**config.mk**
```make
export PLATFORM = sky130hd
export DESIGN_NAME = bcd_to_binary
export DESIGN_NICKNAME = d
export VERILOG_FILES = /design/src/rtl/bcd_pkg.sv /design/src/rtl/bcd_digit_adjust.sv /design/src/rtl/bcd_to_binary.sv
export SDC_FILE = /design/constraint.sdc
export NUM_CORES = 1
export LEC_CHECK = 0
export ABC_AREA = 0
export CAP_MARGIN = 20
export CORE_MARGIN = 1.5
export CORE_UTILIZATION = 56
export CTS_BUF_LIST = sky130_fd_sc_hd__clkbuf_4 sky130_fd_sc_hd__clkbuf_8
export DETAILED_ROUTE_END_ITERATION = 16
export GPL_TIMING_DRIVEN = 0
export HOLD_SLACK_MARGIN = 0.06
export PLACE_DENSITY = 0.84
export SETUP_SLACK_MARGIN = 0.5
export SYNTH_ARGS = -nofsm -noshare
export SYNTH_HDL_FRONTEND = slang
export SYNTH_SLANG_ARGS = --single-unit
```
**constraint.sdc**
```tcl
create_clock -name clock -period 2 [get_ports clock]
set_input_delay 0.3 -clock clock [delete_from_list [all_inputs] [get_ports clock]]
set_output_delay 0.3 -clock clock [all_outputs]
set_load 0.02 [all_outputs]
```
**src/rtl/bcd_pkg.sv**
```systemverilog
// Shared types and constants for the BCD-to-binary converter.
package bcd_pkg;

    // Converter control states.
    typedef enum logic [1:0] {
        IDLE    = 2'd0,
        CONVERT = 2'd1,
        DONE    = 2'd2
    } state_t;

    localparam int NUM_DIGITS = 3;
    localparam int CONV_ITERS = 10;   // one shift per accumulator bit
    localparam int MAX_BIN    = 255;
    localparam int DIGIT_MAX  = 9;
    localparam int ACC_W      = 10;   // wide enough for 999
    localparam int CNT_W      = 4;

    // True when a 4-bit code is not a legal decimal digit.
    function automatic logic digit_bad(input logic [3:0] d);
        return d > 4'(DIGIT_MAX);
    endfunction

endpackage

```
**src/rtl/bcd_digit_adjust.sv**
```systemverilog
// Per-digit correction step of reverse double dabble: after the right
// shift, any digit of 8 or more picked up a borrowed 10 as 16, so take 3 off.
module bcd_digit_adjust (
    input  logic [3:0] digit_i,
    output logic [3:0] digit_o
);

    // Subtract 3 from digits >= 8, pass smaller digits through.
    always_comb begin
        digit_o = digit_i;
        if (digit_i >= 4'd8) digit_o = digit_i - 4'd3;
    end

endmodule

```
**src/rtl/bcd_to_binary.sv**
```systemverilog
// Sequential 3-digit BCD to binary converter (reverse double dabble),
// one bit per clock, saturating at 255 with an overflow flag.
module bcd_to_binary #(
    parameter int NUM_DIGITS = bcd_pkg::NUM_DIGITS,
    parameter int BIN_WIDTH  = 8
) (
    input  logic                 clock,
    input  logic                 reset_n,
    input  logic                 start,
    input  logic [3:0]           hundreds,
    input  logic [3:0]           tens,
    input  logic [3:0]           ones,
    output logic [BIN_WIDTH-1:0] binary,
    output logic                 busy,
    output logic                 done,
    output logic                 overflow,
    output logic                 error
);

    import bcd_pkg::state_t;
    import bcd_pkg::IDLE;
    import bcd_pkg::CONVERT;
    import bcd_pkg::DONE;
    import bcd_pkg::CONV_ITERS;
    import bcd_pkg::MAX_BIN;
    import bcd_pkg::ACC_W;
    import bcd_pkg::CNT_W;
    import bcd_pkg::digit_bad;

    localparam int                BCD_W     = 4 * NUM_DIGITS;
    localparam logic [ACC_W-1:0]  MAX_ACC   = ACC_W'(MAX_BIN);
    localparam logic [CNT_W-1:0]  LAST_ITER = CNT_W'(CONV_ITERS - 1);

    state_t               state_q, state_d;
    logic [CNT_W-1:0]     cnt_q, cnt_d;
    logic [BCD_W-1:0]     bcd_q, bcd_d;
    logic [ACC_W-1:0]     acc_q, acc_d;
    logic [BIN_WIDTH-1:0] bin_q, bin_d;
    logic                 ovf_q, ovf_d;
    logic                 err_q, err_d;

    logic [BCD_W-1:0]       digits_in;
    logic                   in_bad;
    logic [BCD_W+ACC_W-1:0] shifted;
    logic [BCD_W-1:0]       bcd_sh, bcd_adj;
    logic [ACC_W-1:0]       acc_sh;

    assign digits_in = {hundreds, tens, ones};
    assign in_bad    = digit_bad(hundreds) | digit_bad(tens) | digit_bad(ones);

    // One iteration: shift the BCD/accumulator pair right by one bit.
    assign shifted = {bcd_q, acc_q} >> 1;
    assign bcd_sh  = shifted[BCD_W+ACC_W-1:ACC_W];
    assign acc_sh  = shifted[ACC_W-1:0];

    genvar g;
    generate
        for (g = 0; g < NUM_DIGITS; g++) begin : g_adj
            bcd_digit_adjust u_adj (
                .digit_i (bcd_sh[4*g +: 4]),
                .digit_o (bcd_adj[4*g +: 4])
            );
        end
    endgenerate

    // State, datapath and result registers; reset clears everything.
    always_ff @(posedge clock or negedge reset_n) begin
        if (!reset_n) begin
            state_q <= IDLE;
            cnt_q   <= '0;
            bcd_q   <= '0;
            acc_q   <= '0;
            bin_q   <= '0;
            ovf_q   <= 1'b0;
            err_q   <= 1'b0;
        end else begin
            state_q <= state_d;
            cnt_q   <= cnt_d;
            bcd_q   <= bcd_d;
            acc_q   <= acc_d;
            bin_q   <= bin_d;
            ovf_q   <= ovf_d;
            err_q   <= err_d;
        end
    end

    // Next-state and datapath control; results hold unless updated.
    always_comb begin
        state_d = state_q;
        cnt_d   = cnt_q;
        bcd_d   = bcd_q;
        acc_d   = acc_q;
        bin_d   = bin_q;
        ovf_d   = ovf_q;
        err_d   = err_q;
        case (state_q)
            IDLE: begin
                if (start) begin
                    // Digits are captured here so later input changes are harmless.
                    bcd_d = digits_in;
                    acc_d = '0;
                    cnt_d = '0;
                    ovf_d = 1'b0;
                    if (in_bad) begin
                        err_d   = 1'b1;
                        bin_d   = '0;
                        state_d = DONE;
                    end else begin
                        err_d   = 1'b0;
                        state_d = CONVERT;
                    end
                end
            end
            CONVERT: begin
                bcd_d = bcd_adj;
                acc_d = acc_sh;
                cnt_d = cnt_q + 1'b1;
                if (cnt_q == LAST_ITER) begin
                    // Last shift: accumulator now holds the full decimal value.
                    cnt_d   = '0;
                    state_d = DONE;
                    if (acc_sh > MAX_ACC) begin
                        bin_d = '1;
                        ovf_d = 1'b1;
                    end else begin
                        bin_d = acc_sh[BIN_WIDTH-1:0];
                        ovf_d = 1'b0;
                    end
                end
            end
            DONE:    state_d = IDLE;
            default: state_d = IDLE;
        endcase
    end

    assign busy     = (state_q == CONVERT);
    assign done     = (state_q == DONE);
    assign binary   = bin_q;
    assign overflow = ovf_q;
    assign error    = err_q;

endmodule
```
-- Word-level counts from Yosys, hierarchy flattened
Index checks and enable logic that the tools add are counted.
- flip-flop bits (word level): 38
- output and inout bits: 12
- add/subtract/negate cells: 4
- $lt $le $gt $ge: 7
- eq/ne operators: 6
- multiplexer cells: 24
- bitwise logic cells: 2
- reduce and logical (&&, ||, !) cells: 7
- operators by type and width (kind ; number):
    $mux W8 ; 4
    $pmux W12 S2 ; 1
    $mux W4 ; 5
    $pmux W10 S2 ; 1
    $pmux W8 S2 ; 1
    $gt A4 B4 Y1 const B ; 3
    $mux W12 ; 1
    $gt A10 B8 Y1 const B ; 1
    $mux W10 ; 1
    $ge A4 B4 Y1 const B ; 2
    $pmux W4 S2 ; 1
    $sub A4 B2 Y4 const B ; 2
    $mux W2 ; 3
    $reduce_and A2 Y1 ; 3
    $add A4 B1 Y4 const B ; 1
    $eq A4 B4 Y1 const B ; 1
    $ge A3 B4 Y1 const B ; 1
    $mux W1 ; 4
    $ne A2 B2 Y1 const B ; 2
    $pmux W2 S2 ; 1
    $reduce_and A4 Y1 ; 1
    $sub A3 B2 Y4 const B ; 1
    $reduce_and A3 Y1 ; 1
    $eq A2 B1 Y1 const B ; 1
    other kinds (6) ; 7

-- Logic depth before layout (Yosys ltp)
- word-level depth: 6
- depth in mapped cells: 6
- mapped depth without buffers: 5

-- Hierarchy
From an unflattened synthesis, not the netlist that was laid out.
- cells, all modules: 218
- area total of the unflattened synthesis: 1976.9 sq um
- modules (own cells, without submodules) (module ; instances ; cells an instance ; area an instance (sq um) ; sequential area each (sq um)):
    bcd_to_binary ; 1 ; 185 ; 1747.9 ; 925.9
    bcd_digit_adjust ; 3 ; 11 ; 76.3 ; 0.0

-- Least setup slack after synthesis
No wires, ideal clock.
- path kind: register to register
- start point: reg cnt_q[0]
- end point: reg cnt_q[2]
- data arrival time: 1.340 ns
- path slack: 0.578 ns
- stages on the path, launching flop included: 6
- clock period less this slack: 1.422 ns
- cells stage by stage: dfrtp_1 > ha_1 > and3b_1 > buf_6 > or3_1 > a31oi_1
- cells in the longest elaborated chain, start to end: 3
- elaborated cells on any way between the ends: 4
- those cells by class: add/sub: 1; eq/ne: 1; mux: 2
- RTL lines (what ; line ; source):
    start: declaration ; bcd_to_binary.sv:35 ; logic [CNT_W-1:0] cnt_q, cnt_d;
    start signal: assignment ; bcd_to_binary.sv:78 ; cnt_q <= cnt_d;
    $add A4 B1 Y4 or $eq A4 B4 Y1 (tied branches) ; bcd_to_binary.sv:117, bcd_to_binary.sv:118 ;
    $mux W4 * ; bcd_to_binary.sv:118 ; if (cnt_q == LAST_ITER) begin
    $pmux W4 S2 * ; bcd_to_binary.sv:96 ; case (state_q)
Mark *: on every way between the ends. The rest lies on a longest branch, timed or not.
A chain may end at the register's enable or synchronous reset.

-- Worst setup path after layout
- start point: reg state_q[1]
- end point: out busy
- cells in the longest elaborated chain, start to end: 1
- RTL lines (what ; line ; source):
    start: declaration ; bcd_to_binary.sv:34 ; state_t state_q, state_d;
    start signal: assignment ; bcd_to_binary.sv:77 ; state_q <= state_d;
    $eq A2 B1 Y1 ; bcd_to_binary.sv:136 ; assign busy = (state_q == CONVERT);
    end: declaration ; bcd_to_binary.sv:14 ; output logic busy,
No other way between the ends.

==> flow_summary.rst <==
.. list-table::
   :header-rows: 1

   * - Metric
     - Value
   * - Cell-internal power
     - 1.951 mW
   * - Minimum clock period after layout
     - 1559 ps
   * - Setup_tns
     - 0 ps
   * - Overflow after GRT
     - 0
   * - Required time worst endpoint
     - 1700 ps
   * - Clock tree from TritonCTS
     - done
   * - Fmax
     - 641.3 MHz
   * - Fraction of power spent switching nets
     - between 40% and 50%
   * - Placeable core region
     - 0.003311 mm²
   * - Most common cell in the synthesized netlist
     - sky130_fd_sc_hd__dfrtp_1
   * - Number of nets produced by synthesis
     - 211
   * - Number of different library cells in the post-synthesis netlist
     - 37
   * - Origin of the critical flop-to-flop path
     - state_q[1]
   * - Total DRC errors in the routed layout
     - 0
   * - First-pass detailed-route iteration total
     - 4
   * - Register share of total power
     - 35.1%
   * - Number of endpoints with negative hold slack in the final report
     - 0
   * - Insertion delay of the later-clocked pin in the worst-skew pair
     - about 350 ps
   * - Drt total wl
     - 5.058 mm
   * - Class of the most critical hold timing path
     - input port to flop
   * - Antenna violations before repair
     - 0
   * - Critical path peak fanout
     - 5
   * - Share of Yosys cell area claimed by the top area cell type
     - a little under 50%
   * - Final setup vio count
     - 0
   * - Total power consumption of the routed design
     - approximately 3.3 mW
   * - Final hold slack
     - 424.3 ps
   * - CP cell instances
     - nand2b_4, inv_6, buf_8, buf_6
   * - Flip-flop and latch count after synthesis
     - 37
   * - Portion of total power attributed to combinational logic
     - 49.5%
   * - GRT Overall Usage
     - around 28%
   * - Final weighted congestion in routability-driven placement
     - 0.8945
   * - Sequential area share after synthesis
     - 48.27%
   * - Max stage delay cell, worst path
     - sky130_fd_sc_hd__dfrtp_2
   * - Maximum cell stage delay along the critical path
     - 450 ps
   * - Sinks on the clock net
     - 37
   * - Syn avg cell area
     - 10.10 µm²
   * - Cell Area, Synth
     - 0.001918 mm²
   * - Leakage
     - 1.136 nW
   * - Row Count
     - 21
   * - Clock group share of total power
     - 15.4%
   * - Areal power density over the cells
     - 1342 mW/mm²
   * - Final-stage net count
     - 260
   * - Worst Setup End Kind
     - output pin
   * - Reported net switching power
     - between 1 and 1.5 mW
   * - Io pins
     - 27
   * - Top flip-flop cell by instance count after synthesis
     - sky130_fd_sc_hd__dfrtp_1
   * - Maximum number of pins on one net before global-route repair
     - 38
   * - Unrepaired setup endpoints after global routing
     - true
   * - Fraction of synthesis flops using an asynchronous set or reset pin
     - 100.0%
   * - Gate count of the mapped netlist
     - 190
   * - Total vias in the final route
     - 1715
   * - Number of antenna diodes
     - 0
   * - Clock transition at path regs
     - 110 ps
   * - Starting density of the core
     - between 50 and 60%
   * - Buffers on Ports
     - 25
   * - HPWL reported at the end of detailed placement
     - approximately 3.2 mm
   * - Slew at the pin closest to its max-slew limit
     - 831.6 ps
   * - Ratio of final minimum period to clock period
     - around 78%
   * - Number of global-route vias before repair
     - 1643
   * - Die outline area
     - 0.003785 mm²
   * - Result of the run
     - finished, final reports clean
   * - Crit Path Class
     - flop to output pin
   * - Root Buffer
     - sky130_fd_sc_hd__clkbuf_4
   * - Max-cap viol count
     - 0
   * - Number of fill cells in the layout
     - approximately 230
   * - # H-tree levels
     - 2
   * - Inserted Clock Buffers
     - 5
   * - Max-slew violation count
     - 0
   * - Number of buffer and inverter stages on the critical path
     - 3
   * - Number of enable-type register cells in the synthesized netlist
     - 0
   * - Die width
     - 61.53 µm
   * - Total of warnings raised by yosys
     - 0
   * - Worst vdd ir
     - 0.7249 mV
   * - Critical Path AT
     - 1260 ps
   * - Fraction of layout cells with a size suffix above 1
     - 19.25%
   * - Startpoint of the most critical hold path
     - start
   * - Die height
     - roughly 62 µm
   * - Antenna viol nets, final
     - 0
   * - Worst Clk Skew
     - 4.525 ps
   * - Synth top cells by count
     - sky130_fd_sc_hd__dfrtp_1 (37), sky130_fd_sc_hd__nand2_1 (17), sky130_fd_sc_hd__inv_1 (16), sky130_fd_sc_hd__nand3_1 (11), sky130_fd_sc_hd__o22ai_1 (10)
   * - Via/cell ratio
     - about 6.0
   * - Crit path max-delay family
     - flip-flops
   * - Detailed-route wire length per cell
     - 17.75 µm
   * - Kind of start point of the critical path
     - flop
   * - First-pass GRT wire length
     - 7.679 mm
   * - CTS max path bufs
     - 2
   * - Leading cell types by total area after synthesis
     - sky130_fd_sc_hd__dfrtp_1 (48%), sky130_fd_sc_hd__a22o_1 (4.1%), sky130_fd_sc_hd__ha_1 (3.9%)
   * - Syn-to-layout area delta
     - 28.25%
   * - Post-synth top area cell
     - sky130_fd_sc_hd__dfrtp_1
   * - Worst rel slew slack
     - 44.56%
   * - 1st-iter DRT viols
     - 169
   * - Launch point of the critical path
     - state_q[1]
-- worst register-to-register path, stage by stage, from the launching register on --
cell and delay [ps]:
sky130_fd_sc_hd__dfrtp_2 450, sky130_fd_sc_hd__buf_4 140, sky130_fd_sc_hd__buf_4 140, sky130_fd_sc_hd__nor2b_1 350, sky130_fd_sc_hd__a21oi_1 150, sky130_fd_sc_hd__o21ai_0 160
-- worst paths after layout --
path	to	slack, ps	cells past startpoint
max in group asynchronous	state_q[1]	860	2
max reg2reg	bcd_q[11]	550	5
max	busy	440	4
min reg2reg	error	510	1
min in group asynchronous	bcd_q[2]	570	2
min	bcd_q[4]	420	3
-- metal layers --
layer  up-vias  routed length [µm]  track usage (%)  share of wire, %
met3        12                 241            7.353               4.8
met5         -                   0                0                 0
li1        797                   -                -                 -
met4         0                 110            11.85               2.2
met2        57                2589            44.66                51
met1       849                2118            36.47                42
-- layout by cell type (no fill, tap or decap), types with 6 or more instances in the layout --
cell type                         instances
sky130_fd_sc_hd__a21oi_1                  6
sky130_fd_sc_hd__a22o_1                   9
sky130_fd_sc_hd__a31oi_1                  6
sky130_fd_sc_hd__buf_2                    7
sky130_fd_sc_hd__buf_4                   16
sky130_fd_sc_hd__clkdlybuf4s50_1         12
sky130_fd_sc_hd__dfrtp_1                 36
sky130_fd_sc_hd__dlygate4sd2_1           10
sky130_fd_sc_hd__inv_1                   14
sky130_fd_sc_hd__nand2_1                 17
sky130_fd_sc_hd__nand3_1                 11
sky130_fd_sc_hd__o21ai_0                  6
sky130_fd_sc_hd__o221ai_1                 8
sky130_fd_sc_hd__o22ai_1                 10
sky130_fd_sc_hd__o311ai_0                 6
-- cells by family (layout without fill, tap and decap cells) --
family / after synthesis / in the layout / share of synthesized area [%]
AND/OR/NAND/NOR: 43 / 43 / 10.76
flip-flops: 37 / 37 / 48.27
multiplexers: 3 / 3 / 1.566
adder cells (fa/ha/maj): 6 / 6 / 3.914
AO/OA/AOI/OAI: 64 / 65 / 25.70
XOR/XNOR: 5 / 5 / 2.284
buffers and inverters: 32 / 80 / 7.501
-- stage by stage --
step           instance area, µm²  util (%)  worst slack, ps  instances
4_1_cts                      2328     70.33            336.0        273
5_1_grt                      2460     74.30            388.6        285
3_3_place_gp                 2226     67.23           -166.3        261
6_report                     2460     74.30            440.7        285
2_1_floorplan                1918         -            578.5        190
3_5_place_dp                 2221     67.08            20.33        261
-- layout make-up --
cell class / instances / area (µm²) / area share [%]
Tap cell: 46 / 57.56 / 2.340
Clock buffer: 5 / 37.54 / 1.526
Sequential cell: 37 / 927.1 / 37.69
Multi-Input combinational cell: 122 / 883.3 / 35.91
Inverter: 17 / 73.82 / 3.001
Clock inverter: 2 / 35.03 / 1.424
Buffer: 15 / 93.84 / 3.815
Timing Repair Buffer: 41 / 351.6 / 14.29
-- power groups by stage --
stage                     logic (mW)  clock network, mW  registers (mW)
after global routing            1.79              0.551            1.19
final                           1.63              0.508            1.16
after CTS                       1.40              0.513            1.15
after global placement          1.27                  0            1.16
after floorplan                0.934                  0            1.16
after detailed placement        1.33                  0            1.17
-- repair_timing --
item	CTS	global route
hold endpoints to repair	8	0
gates cloned	0	1
hold buffers	1	0
endpoints found under the setup margin	15	12
pin swaps	0	2
gates resized for setup	26	11
setup buffers	4	11
-- state kept, by name, indices dropped and copies added (netlist names) --
| register | flops |
|---|---|
| state_q | 2 |
| cnt_q | 4 |
| overflow | 1 |
| error | 1 |
| acc_q | 9 |
| binary | 8 |
| bcd_q | 12 |
No activity file was read; power rests on OpenSTA's default activity.
